`src/rtl/uart_tx_fifo.sv`:
```
// uart_tx_fifo: memory-mapped buffered UART transmitter (8N1).
//
// The CPU pushes bytes through a 16-byte register window into a circular
// FIFO. A transmit engine drains the FIFO one frame at a time onto
// uart_txd. An optional level interrupt fires when the FIFO is empty and
// the engine is idle.
//
// Ports:
//   clk       system clock
//   reset     asynchronous, active-high reset
//   WE        device-bus write enable
//   BE[3:0]   byte enables for the write
//   Addr[31:0] device-bus byte address
//   Din[31:0] write data
//   Dout[31:0] read data, combinational from Addr, 0 when not selected
//   uart_txd  serial output, idle high
//   IRQ       level interrupt request
//
// Register map (offset = Addr[3:2]):
//   0 DATA     write BE[0] pushes Din[7:0]; reads 0
//   1 STATUS   {count[10:4], ovf[3], empty[2], full[1], busy[0]}
//   2 DIVISOR  clock cycles per bit, 16 bits, byte-writable
//   3 CTRL     bit0 IE, bit1 flush (write-only), bit2 clear OVF (write-only)
module uart_tx_fifo #(
  parameter logic [31:0] BASE_ADDR = 32'h0000_7F40,
  parameter int          DEPTH     = 16,
  parameter logic [15:0] DIV_RESET = 16'd2604
) (
  input  logic        clk,
  input  logic        reset,
  input  logic        WE,
  input  logic [3:0]  BE,
  input  logic [31:0] Addr,
  input  logic [31:0] Din,
  output logic [31:0] Dout,
  output logic        uart_txd,
  output logic        IRQ
);

  localparam int AW = (DEPTH > 1) ? $clog2(DEPTH) : 1;
  localparam int CW = $clog2(DEPTH + 1);

  typedef enum logic [1:0] {
    S_IDLE  = 2'd0,
    S_START = 2'd1,
    S_DATA  = 2'd2,
    S_STOP  = 2'd3
  } state_t;

  // A divisor of 0 would stall the bit timer, so it is treated as 1.
  function automatic logic [15:0] clamp_bitlen(input logic [15:0] d);
    return (d == 16'd0) ? 16'd1 : d;
  endfunction

  logic          sel;
  logic          wr_en;
  logic [1:0]    offset;
  logic          push_req;
  logic          ctrl_wr;
  logic          flush;
  logic          pop;
  logic          push_ok;
  logic          overflow;

  logic [7:0]    mem [DEPTH];
  logic [AW-1:0] wr_ptr;
  logic [AW-1:0] rd_ptr;
  logic [CW-1:0] count;
  logic          full;
  logic          empty;

  logic          ovf;
  logic          ie;
  logic [15:0]   divisor;

  state_t        state;
  logic [15:0]   timer;
  logic [15:0]   bitlen;
  logic [2:0]    bit_idx;
  logic [7:0]    shift;
  logic          bit_done;

  logic          unused_bits;
  assign unused_bits = ^{Din[31:16], BE[3:2], Addr[1:0]};

  // ---- bus decode ----
  assign sel      = (Addr[31:4] == BASE_ADDR[31:4]);
  assign wr_en    = WE & sel;
  assign offset   = Addr[3:2];
  assign push_req = wr_en & (offset == 2'd0) & BE[0];
  assign ctrl_wr  = wr_en & (offset == 2'd3) & BE[0];
  assign flush    = ctrl_wr & Din[1];

  assign full     = (count == CW'(DEPTH));
  assign empty    = (count == '0);

  // The engine only pops from IDLE, so a push into an empty FIFO becomes
  // visible first and is popped on the following edge (no bypass).
  assign pop      = (state == S_IDLE) & ~empty;
  // A simultaneous pop frees a slot, so a push into a full FIFO still lands.
  assign push_ok  = push_req & ~flush & (~full | pop);
  assign overflow = push_req & ~flush & full & ~pop;

  assign bit_done = (timer == 16'd0);

  // ---- FIFO storage (data, not reset) ----
  always_ff @(posedge clk) begin
    if (push_ok) begin
      mem[wr_ptr] <= Din[7:0];
    end
  end

  // ---- FIFO pointers and occupancy ----
  always_ff @(posedge clk or posedge reset) begin
    if (reset) begin
      wr_ptr <= '0;
      rd_ptr <= '0;
      count  <= '0;
    end else if (flush) begin
      wr_ptr <= '0;
      rd_ptr <= '0;
      count  <= '0;
    end else begin
      if (push_ok) wr_ptr <= wr_ptr + AW'(1);
      if (pop)     rd_ptr <= rd_ptr + AW'(1);
      case ({push_ok, pop})
        2'b10:   count <= count + CW'(1);
        2'b01:   count <= count - CW'(1);
        default: count <= count;
      endcase
    end
  end

  // ---- control registers ----
  always_ff @(posedge clk or posedge reset) begin
    if (reset) begin
      ovf     <= 1'b0;
      ie      <= 1'b0;
      divisor <= DIV_RESET;
    end else begin
      if (overflow) begin
        ovf <= 1'b1;
      end else if (ctrl_wr & Din[2]) begin
        ovf <= 1'b0;
      end
      if (ctrl_wr) ie <= Din[0];
      if (wr_en && offset == 2'd2) begin
        if (BE[0]) divisor[7:0]  <= Din[7:0];
        if (BE[1]) divisor[15:8] <= Din[15:8];
      end
    end
  end

  // ---- transmit shift register (data, not reset) ----
  always_ff @(posedge clk) begin
    if (pop) begin
      shift <= mem[rd_ptr];
    end else if (state == S_DATA && bit_done) begin
      shift <= {1'b0, shift[7:1]};
    end
  end

  // ---- transmit engine ----
  always_ff @(posedge clk or posedge reset) begin
    if (reset) begin
      state    <= S_IDLE;
      uart_txd <= 1'b1;
      timer    <= 16'd0;
      bitlen   <= 16'd1;
      bit_idx  <= 3'd0;
    end else begin
      case (state)
        S_IDLE: begin
          uart_txd <= 1'b1;
          if (pop) begin
            // bitlen is latched here so divisor writes apply per frame.
            bitlen   <= clamp_bitlen(divisor);
            timer    <= clamp_bitlen(divisor) - 16'd1;
            uart_txd <= 1'b0;
            state    <= S_START;
          end
        end
        S_START: begin
          if (bit_done) begin
            timer    <= bitlen - 16'd1;
            bit_idx  <= 3'd0;
            uart_txd <= shift[0];
            state    <= S_DATA;
          end else begin
            timer <= timer - 16'd1;
          end
        end
        S_DATA: begin
          if (bit_done) begin
            timer <= bitlen - 16'd1;
            if (bit_idx == 3'd7) begin
              uart_txd <= 1'b1;
              state    <= S_STOP;
            end else begin
              // shift[0] is being retired this edge; shift[1] is next.
              uart_txd <= shift[1];
              bit_idx  <= bit_idx + 3'd1;
            end
          end else begin
            timer <= timer - 16'd1;
          end
        end
        S_STOP: begin
          if (bit_done) begin
            state <= S_IDLE;
          end else begin
            timer <= timer - 16'd1;
          end
        end
        default: state <= S_IDLE;
      endcase
    end
  end

  // ---- interrupt ----
  always_ff @(posedge clk or posedge reset) begin
    if (reset) begin
      IRQ <= 1'b0;
    end else begin
      IRQ <= ie & empty & (state == S_IDLE);
    end
  end

  // ---- read mux ----
  always_comb begin
    Dout = '0;
    if (sel) begin
      case (offset)
        2'd1:    Dout = {21'b0, 7'(count), ovf, empty, full, (state != S_IDLE)};
        2'd2:    Dout = {16'b0, divisor};
        2'd3:    Dout = {31'b0, ie};
        default: Dout = '0;
      endcase
    end
  end

endmodule

```
`config.mk`:
```
export PLATFORM = sky130hd
export DESIGN_NAME = uart_tx_fifo
export DESIGN_NICKNAME = d
export VERILOG_FILES = /design/src/rtl/uart_tx_fifo.sv
export SDC_FILE = /design/constraint.sdc
export NUM_CORES = 1
export LEC_CHECK = 0
export BUFFER_PORTS_ARGS = -buffer_cell sky130_fd_sc_hd__buf_2
export CORE_MARGIN = 4
export CORE_UTILIZATION = 50
export CTS_CLUSTER_DIAMETER = 80
export CTS_CLUSTER_SIZE = 16
export DETAILED_ROUTE_END_ITERATION = 16
export PLACE_DENSITY = 0.66
export SLEW_MARGIN = 20
export SYNTH_ARGS = -nofsm -noshare
export SYNTH_HDL_FRONTEND = slang
export SYNTH_SLANG_ARGS = --single-unit
```
`constraint.sdc`:
```
create_clock -name clk -period 4.5 [get_ports clk]
set_input_delay 0.45 -clock clk [delete_from_list [all_inputs] [get_ports clk]]
set_output_delay 0.45 -clock clk [all_outputs]
set_load 0.01 [all_outputs]
```
==> results of run 1 <==
==> layer usage <==
| metal | track usage | part of all wire | wire [um] | vias up |
|---|---|---|---|---|
| met5 | 0 | 0 | 0 | - |
| met4 | 0.0673 | 0.033 | 758 | 0 |
| met3 | 0.0300 | 0.051 | 1170 | 54 |
| met2 | 0.355 | 0.49 | 11200 | 208 |
| met1 | 0.284 | 0.42 | 9670 | 3276 |
| li1 | - | - | - | 3028 |
==> cell usage after synthesis (4+ instances only) <==
cell type / instances / area share
a21oi_1: 21 / 0.011
ha_1: 16 / 0.020
dfrtp_1: 63 / 0.16
mux4_2: 40 / 0.090
nor2_1: 53 / 0.020
and2_1: 17 / 0.011
buf_4: 16 / 0.012
or3_1: 6 / 0.0038
nor3_1: 11 / 0.0055
o21ai_1: 6 / 0.0030
inv_1: 18 / 0.0068
buf_2: 6 / 0.0030
mux2i_1: 5 / 0.0050
nand4_1: 5 / 0.0031
xnor2_1: 20 / 0.018
dfstp_2: 7 / 0.018
edfxtp_1: 136 / 0.41
nor4_1: 15 / 0.0094
and3_1: 6 / 0.0038
buf_1: 4 / 0.0015
nor2b_1: 4 / 0.0025
or4_1: 7 / 0.0053
mux2_1: 9 / 0.010
a22o_1: 7 / 0.0061
nor3b_1: 6 / 0.0045
o21ai_0: 25 / 0.013
a22oi_1: 11 / 0.0083
nand3_1: 15 / 0.0075
mux2_2: 10 / 0.011
nand2_1: 104 / 0.039
xor2_1: 12 / 0.011
o31ai_1: 10 / 0.0075
clkbuf_1: 32 / 0.012
==> registers in the layout (all words and copies together) (netlist names) <==
name and flops:
mem 128, bitlen 16, divisor 16, timer 16, shift 8, count 5, rd_ptr 4, wr_ptr 4
bit_idx 3, state 2, IRQ 1, ie 1, ovf 1, uart_txd 1
==> cell type report <==
class	count	area (um2)
clock buffers	26	469
well taps	265	332
multi-input cells	517	3860
clock inverters	3	21.3
repair buffers	78	415
inverters	19	71.3
flip-flops and latches	206	5850
fillers	1632	8570
==> cell families after synthesis <==
group | after synthesis
AO/OA/AOI/OAI | 117
buffers and inverters | 77
other | 1
multiplexers | 64
XOR/XNOR | 32
flip-flops | 206
AND/OR/NAND/NOR | 272
adder cells (fa/ha/maj) | 16
==> placed cells by master (no fill, tap or decap), types with 11 or more instances in the layout <==
master,instances
conb_1,16
nand2_1,104
buf_2,68
xor2_1,12
a22oi_1,11
mux4_2,40
o21ai_0,25
dfrtp_1,61
a21oi_1,21
nand3_1,15
nor2_1,53
nor4_1,15
edfxtp_1,136
nor3_1,11
ha_1,16
clkbuf_16,17
and2_1,17
inv_1,17
xnor2_1,20
==> power groups by stage <==
stage / sequential [uW] / clock (uW) / combinational, uW
6_report: 2370 / 1380 / 2040
3_3_place_gp: 2410 / 0 / 1970
2_1_floorplan: 2260 / 0 / 1660
3_5_place_dp: 2420 / 0 / 2040
4_1_cts: 2380 / 1410 / 2050
5_1_grt: 2400 / 1500 / 2260
==> metrics by stage <==
stage,cells,area (um2)
after floorplan,800,10100
after global placement,1085,10500
after detailed placement,1085,10500
after CTS,1114,11000
after global routing,1114,11000
final,1114,11000
==> worst max-delay path by stage <==
stage                           from   endpoint  slack, ns  cells past startpoint
final                     divisor[8]  timer[14]       1.22                     10
after global routing      divisor[8]  timer[14]       0.98                     10
after CTS                 divisor[8]  timer[14]       1.23                     10
after detailed placement    Addr[17]  mem[9][1]       1.19                      7
after global placement    divisor[8]  timer[14]       1.27                     10
after floorplan           divisor[8]  timer[14]       1.60                     10
==> results.toml, run 1 <==
[setup_path]
r2r_cells = 10
cpPeakStageDelay_ns = 0.62
slowest_stage = "or4b_1"
cp-start-kind = "register"
rrSetupSlack_ns = 1.22
worst-setup-path-type = "register to register"
cpLargestDelayFamily = "simple AND/OR/NAND/NOR gates"
path_cells = "or4_1 > or4b_1 > nor2_1 > nor2_1 > ha_1 > nand3_1 > nor2_1 > xnor2_1 > a21oi_1 > a221o_1"
worstSetupEndpointType = "register"
crit_buf_inv = 0
crit_path_max_fanout = 7
cp.required_ns = 4.86
worstPathArrival_ns = 3.64
r2r_start = "divisor[8]"
cpMostUsedCell = "nor2_1"
reg2reg_to = "timer[14]"

[place]
post-dp-hpwl_um = 15900
place_congestion = 0.900
dp_slack_ns = 1.19
portBuffers = 68

[cts]
clock_latency_ns = 0.48
cts_tree = "done"
numCtsBuffers = 17
cts_resized = 0
ctsHtreeMaxLevel = 1
postCtsSetupBuffers = 0
root_buffer = "clkbuf_16"
cts_num_sinks = 206
cts_buffer_depth = 3
hold_buffers = 0
clk_pin_slew_ns = 0.08

[timing]
holdWs_ns = 0.0737
fin_ws_ns = 1.22
finalCritPeriodShare = 0.729
finalSetupViolations = 0
hold_violations = 0
maxSlewViolCount = 0
layout_min_cycle_time_ns = 3.28
setup_tns_ns = 0
fmax_mhz = 305
tightest_slew_ns = 0.890
slew_headroom = 0.407
rsz0062_at_grt = "no"
fin_skew_ns = 0.00933

[global_routing]
grt_usage = 0.210
grt_pass1_vias = 6707
antenna_found_initial = 0
grt_max_degree = 40
grt.overflow.total = 0
grt_pass1_wl_um = 37200

[run]
maxCapViolCount = 0

[finish]
nNetsFinal = 926
antennaDiodeCount = 0
drive_gt1_frac = 0.200
utilization = 0.562
area_delta_synth_final_pct = 10.2

[yosys]
synthArstFlopShare = 0.340
synth_compound_area_frac = 0.0784
ys_warn_count = 0
ys_seq_area_frac = 0.584
synthesis.area_um2 = 10000
synth-adder-area-share = 0.0200
synth_ff_type = "edfxtp_1"
synth_cells = 785
synth_simple_gate_area_frac = 0.137
synth_cell_types = 73
synth.area.mux_share = 0.116
syn_avg_cell_area_um2 = 12.7
synth_edf_count = 136
ys_ff_latch = 206
synth_top_family_by_area = "simple AND/OR/NAND/NOR gates"
synthXorXnorAreaFrac = 0.0280

[drt]
vias = 6566
drcViolationCount = 0
drtIter0Drc = 424
wl_per_cell_um = 20.4
vias_per_cell = 5.89
wirelength_um = 22800
postRouteAntennaNets = 0
first_pass_iters = 5

[power_and_ir_drop]
p_seq_frac = 0.409
clkPwrFrac = 0.238
power_leakage_uw = 0.00431
p_sw_uw = 1990
combPwrFrac = 0.352
ir_drop_mv = 0.414
finalPower_uw = 5800
internal-power_uw = 3820
power_density_nw_per_um2 = 526
switching_share = 0.342

[floorplan]
coreArea_um2 = 19600
ios = 105
placementRows = 51
die-area_um2 = 22300
fp.dieW_um = 149
die_h_um = 149
start_util = 0.511

[status]
status = "complete, no violations"

[hold_path]
hold_class = "input pin to asynchronous set/reset pin"
Power figures use the tool's default switching activity.
==> run 2, diff against run 1 <==
PLACE_DENSITY = 0.69   (was 0.66)
clock period = 3 ns   (was 4.5 ns; I/O delays follow)
==> results.toml, run 2 (synthesis results as in run 1) <==
[floorplan]
ios = 105
fp.dieW_um = 149
coreArea_um2 = 19600
die_h_um = 149
placementRows = 51
die-area_um2 = 22300
start_util = 0.511

[timing]
finalCritPeriodShare = 0.951
maxSlewViolCount = 0
hold_violations = 0
setup_tns_ns = 0
rsz0062_at_grt = "no"
finalSetupViolations = 0
layout_min_cycle_time_ns = 2.85
fin_skew_ns = 0.0149
slew_headroom = 0.564
fmax_mhz = 351
tightest_slew_ns = 0.654

[cts]
cts_buffer_depth = 3
cts_num_sinks = 206
numCtsBuffers = 17
cts_tree = "done"
clk_pin_slew_ns = 0.08
clock_latency_ns = 0.49
root_buffer = "clkbuf_16"
ctsHtreeMaxLevel = 1

[finish]
final_common_cell = "edfxtp_1"
utilization = 0.577
layout_common_cells = "edfxtp_1, nand2_1, buf_2"
area_delta_synth_final_pct = 13.0
nNetsFinal = 957
antennaDiodeCount = 0
largest_register_ffs = 128
final_area_um2 = 11300
stdcell_count = 1146
regMostFlops = "mem"
drive_gt1_frac = 0.229

[drt]
postRouteAntennaNets = 0
vias_per_cell = 5.67
drtIter0Drc = 389
drcViolationCount = 0
wl_per_cell_um = 19.3
vias = 6499
wirelength_um = 22100
first_pass_iters = 5

[hold_path]
hold_class = "input pin to register"

[global_routing]
grt_max_degree = 39
grt_usage = 0.201
antenna_found_initial = 0
grt_pass1_wl_um = 35500
grt.overflow.total = 0
grt_pass1_vias = 6428

[place]
post-dp-hpwl_um = 15900
portBuffers = 68
place_congestion = 0.936
place_area_um2 = 10800
dp_cells = 1115

[status]
status = "complete, no violations"

[setup_path]
worstSetupEndpointType = "register"
cp-start-kind = "register"
slowest_stage = "or4_1"
cp.required_ns = 3.38
crit_buf_inv = 0
crit_path_max_fanout = 6
cpLargestDelayFamily = "simple AND/OR/NAND/NOR gates"
path_cells = "or4_1 > or4b_4 > nor2_2 > nor2_1 > ha_2 > nand4_1 > xor2_1 > a221o_1 > nand2_1 > a22o_1"
worstPathArrival_ns = 3.23
cpPeakStageDelay_ns = 0.55
worst-setup-path-type = "register to register"

[run]
maxCapViolCount = 0

[power_and_ir_drop]
power_density_nw_per_um2 = 777
finalPower_uw = 8790
power_leakage_uw = 0.00448
ir_drop_mv = 0.499
## run 2: changes by cell type in the layout (fill, tap and decap cells not counted), sizes merged
cell,change
clkbuf,+1
dlygate4sd3,+1
buf,+30
## run 2: worst reg2reg max path: stages, from the launching register on
cell	delay, ns
dfrtp_1	0.37
or4_1	0.55
or4b_4	0.55
nor2_2	0.15
nor2_1	0.11
ha_2	0.25
nand4_1	0.10
xor2_1	0.22
a221o_1	0.18
nand2_1	0.05
a22o_1	0.23
## run 2: routing by layer
metal,wire length [um],global-route usage,vias to the layer above
met5,0,0,-
met4,374,0.0421,0
met3,882,0.0282,31
met2,11000,0.332,148
met1,9850,0.290,3231
li1,-,-,3089
## run 2: repair_timing
action	4_1_cts	5_1_grt
buffers inserted	0	0
endpoints found under the setup margin	0	3
hold endpoints to repair	10	0
hold buffers	1	0
gates resized for setup	0	4
## run 2: final timing paths
| check | from | to | slack (ns) | depth (start not counted) |
|---|---|---|---|---|
| min reg2reg | ovf | ovf | 0.50 | 1 |
| max | divisor[8] | timer[10] | 0.15 | 10 |
| min in group asynchronous | reset | count[1] | 0.32 | 3 |
| max in group asynchronous | reset | divisor[11] | 2.01 | 4 |
| min | Din[15] | divisor[15] | 0.03 | 2 |
| max reg2reg | divisor[8] | timer[10] | 0.15 | 10 |
## run 2: where the power goes
part	leakage, uW	switching [uW]	internal (uW)	total, uW
Clock	0.000239	990	1100	2090
Combinational	0.00209	1800	1470	3260
Sequential	0.00216	157	3280	3430
Total	0.00448	2940	5840	8790
## run 2: layout make-up
type | count | area [um2]
Clock buffer | 27 | 473
Clock inverter | 3 | 32.5
Tap cell | 265 | 332
Multi-Input combinational cell | 517 | 3870
Fill cell | 1582 | 8290
Sequential cell | 206 | 5850
Inverter | 19 | 71.3
Timing Repair Buffer | 109 | 676
## run 2: metrics by stage
stage | setup WS, ns | hold WS, ns
after CTS | 0.0185 | 0.0127
final | 0.148 | 0.0284
after global placement | 0.0838 | 0.263
after global routing | 0.0189 | 0.0290
after detailed placement | 0.0375 | 0.274
after floorplan | 0.100 | 0.399
==> run 3, diff against run 2 <==
ABC_AREA = 1   (was default)
SKIP_CTS_REPAIR_TIMING = 1   (was default)
clock period = 2.31 ns   (was 3 ns; I/O delays follow)
==> results.toml, run 3 <==
[timing]
maxSlewViolCount = 0
layout_min_cycle_time_ns = 2.20
rsz0062_at_grt = "yes"
finalSetupViolations = 0
fin_skew_ns = 0.0199
fmax_mhz = 454
hold_violations = 0
holdWs_ns = 0.0135
tightest_slew_ns = 0.526
finalCritPeriodShare = 0.953
slew_headroom = 0.647

[finish]
layout_common_cells = "nor2_1, nand2_1, edfxtp_1"
final_common_cell = "nor2_1"
nNetsFinal = 1314
regMostFlops = "mem"
largest_register_ffs = 128
stdcell_count = 1503
drive_gt1_frac = 0.183
n_fill_cell = 1803
area_delta_synth_final_pct = 13.9
antennaDiodeCount = 0

[setup_path]
r2r_start = "divisor[2]"
cp.required_ns = 2.72
worstPathArrival_ns = 2.61
worstSetupEndpointType = "register"
worst-setup-path-type = "register to register"
cp-start-kind = "register"
crit_path_max_fanout = 4
crit_start = "divisor[2]"

[cts]
numCtsBuffers = 17
root_buffer = "clkbuf_16"
ctsHtreeMaxLevel = 1
cts_tree = "done"
clk_pin_slew_ns = 0.07
cts_num_sinks = 206
cts_buffer_depth = 3
clock_latency_ns = 0.49

[yosys]
synth_common_cells = "nor2_1, nand2_1, edfxtp_1"
synthArstFlopShare = 0.340
synth_edf_count = 136
synth_cells = 1115
synth_top_area_frac = 0.387
synth_cell_types = 51
ys_seq_area_frac = 0.554
synth.area.top_cells = "edfxtp_1, dfrtp_1, nor2_1"
ys_ff_latch = 206
synth_ff_type = "edfxtp_1"
ys_warn_count = 0
syn_avg_cell_area_um2 = 9.46
synthesis.area_um2 = 10500
synth_most_common_cell = "nor2_1"
synth_area_leader_cell = "edfxtp_1"

[place]
post-dp-hpwl_um = 17700
portBuffers = 68
dp_cells = 1469
place_congestion = 0.866

[global_routing]
grt_usage = 0.212
grt_use_met3 = 0.0311
grt.overflow.total = 0
use_met1 = 0.286
top_usage_layer = "met2"
grt_util_met2 = 0.356
grt_pass1_vias = 7954
grt_max_degree = 71
grt_pass1_wl_um = 40600
antenna_found_initial = 0

[drt]
wl_per_cell_um = 17.0
vias = 8118
wirelength_um = 25500
drtIter0Drc = 513
vias_per_cell = 5.40
drcViolationCount = 0
first_pass_iters = 5
postRouteAntennaNets = 0

[floorplan]
start_util = 0.515
die_h_um = 153
die-area_um2 = 23500
fp.dieW_um = 153
coreArea_um2 = 20500
placementRows = 52
ios = 105

[run]
maxCapViolCount = 0

[power_and_ir_drop]
ir_drop_mv = 0.700
power_density_nw_per_um2 = 612
power_leakage_uw = 0.00512

[hold_path]
hold_class = "input pin to register"
hp-start = "Din[1]"

[status]
status = "complete, no violations"
run 3: cell count changes after synthesis, moves of 19 or more:
cell | before | now
nor2_1 | 53 | 183
o21ai_0 | 25 | 117
inv_1 | 18 | 89
nand2_1 | 104 | 170
mux4_2 | 40 | 0
nand3_1 | 15 | 44
o221ai_1 | 3 | 22
run 3: critical path, cell delays in order (launching register included):
cell,delay (ns)
dfstp_2,0.54
nor2_2,0.05
inv_1,0.07
nor3_2,0.04
inv_1,0.09
nor2_2,0.04
nand2_1,0.07
nand2_2,0.05
inv_1,0.08
ha_1,0.14
inv_1,0.07
nor3_1,0.33
nand2_1,0.11
a21oi_1,0.13
o21ai_0,0.14
a31oi_1,0.19
run 3: layer usage:
metal	routed length, um	vias to the layer above
met4	646	0
met3	1510	52
met5	0	-
li1	-	4009
met2	12400	245
met1	10900	3812
run 3: area by class of cell:
class                           count  area, um2  area share
Inverter                          105        394      0.0328
Tap cell                          270        338      0.0281
Sequential cell                   206       5850       0.486
Multi-Input combinational cell    764       4100       0.341
Clock buffer                       22        444      0.0370
Clock inverter                      3       31.3     0.00260
Timing Repair Buffer              133        867      0.0722
run 3: where the power goes:
part	switching [uW]	total, uW	internal, uW
Combinational	460	717	258
Clock	1280	2640	1370
Sequential	15.5	3990	3970
Total	1750	7350	5600
run 3: cells by family after synthesis:
group,after synthesis,share of synthesized area
xor gates and xnor gates,29,0.0241
adders and majority gates,16,0.0190
AOI/OAI and AO/OA,224,0.123
muxes,14,0.0149
other,1,0.000356
buffers and inverters,160,0.0662
DFF,206,0.554
and+or+nand+nor,465,0.198
run 3: path summary, 6_finish.rpt:
kind	end	slack (ns)	cells after the start
worst max-delay path	timer[10]	0.11	15
worst min-delay path	mem[13][1]	0.01	1
worst max register to register	timer[10]	0.11	15
worst min register to register	uart_txd	0.49	2
max in group asynchronous	uart_txd	1.57	4
min in group asynchronous	wr_ptr[0]	0.38	4
run 3: stage by stage:
stage,total power [uW],cell area [um2],setup TNS (ns),worst slack (ns),utilization
global placement,4760,11400,0,0.128,0.557
finish,7350,12000,0,0.108,0.586
CTS,7410,11900,-0.00441,-0.00441,0.580
floorplan,4560,10600,0,0.142,-
global route,7660,12000,-0.0853,-0.0458,0.586
detailed placement,4770,11400,0,0.0947,0.557
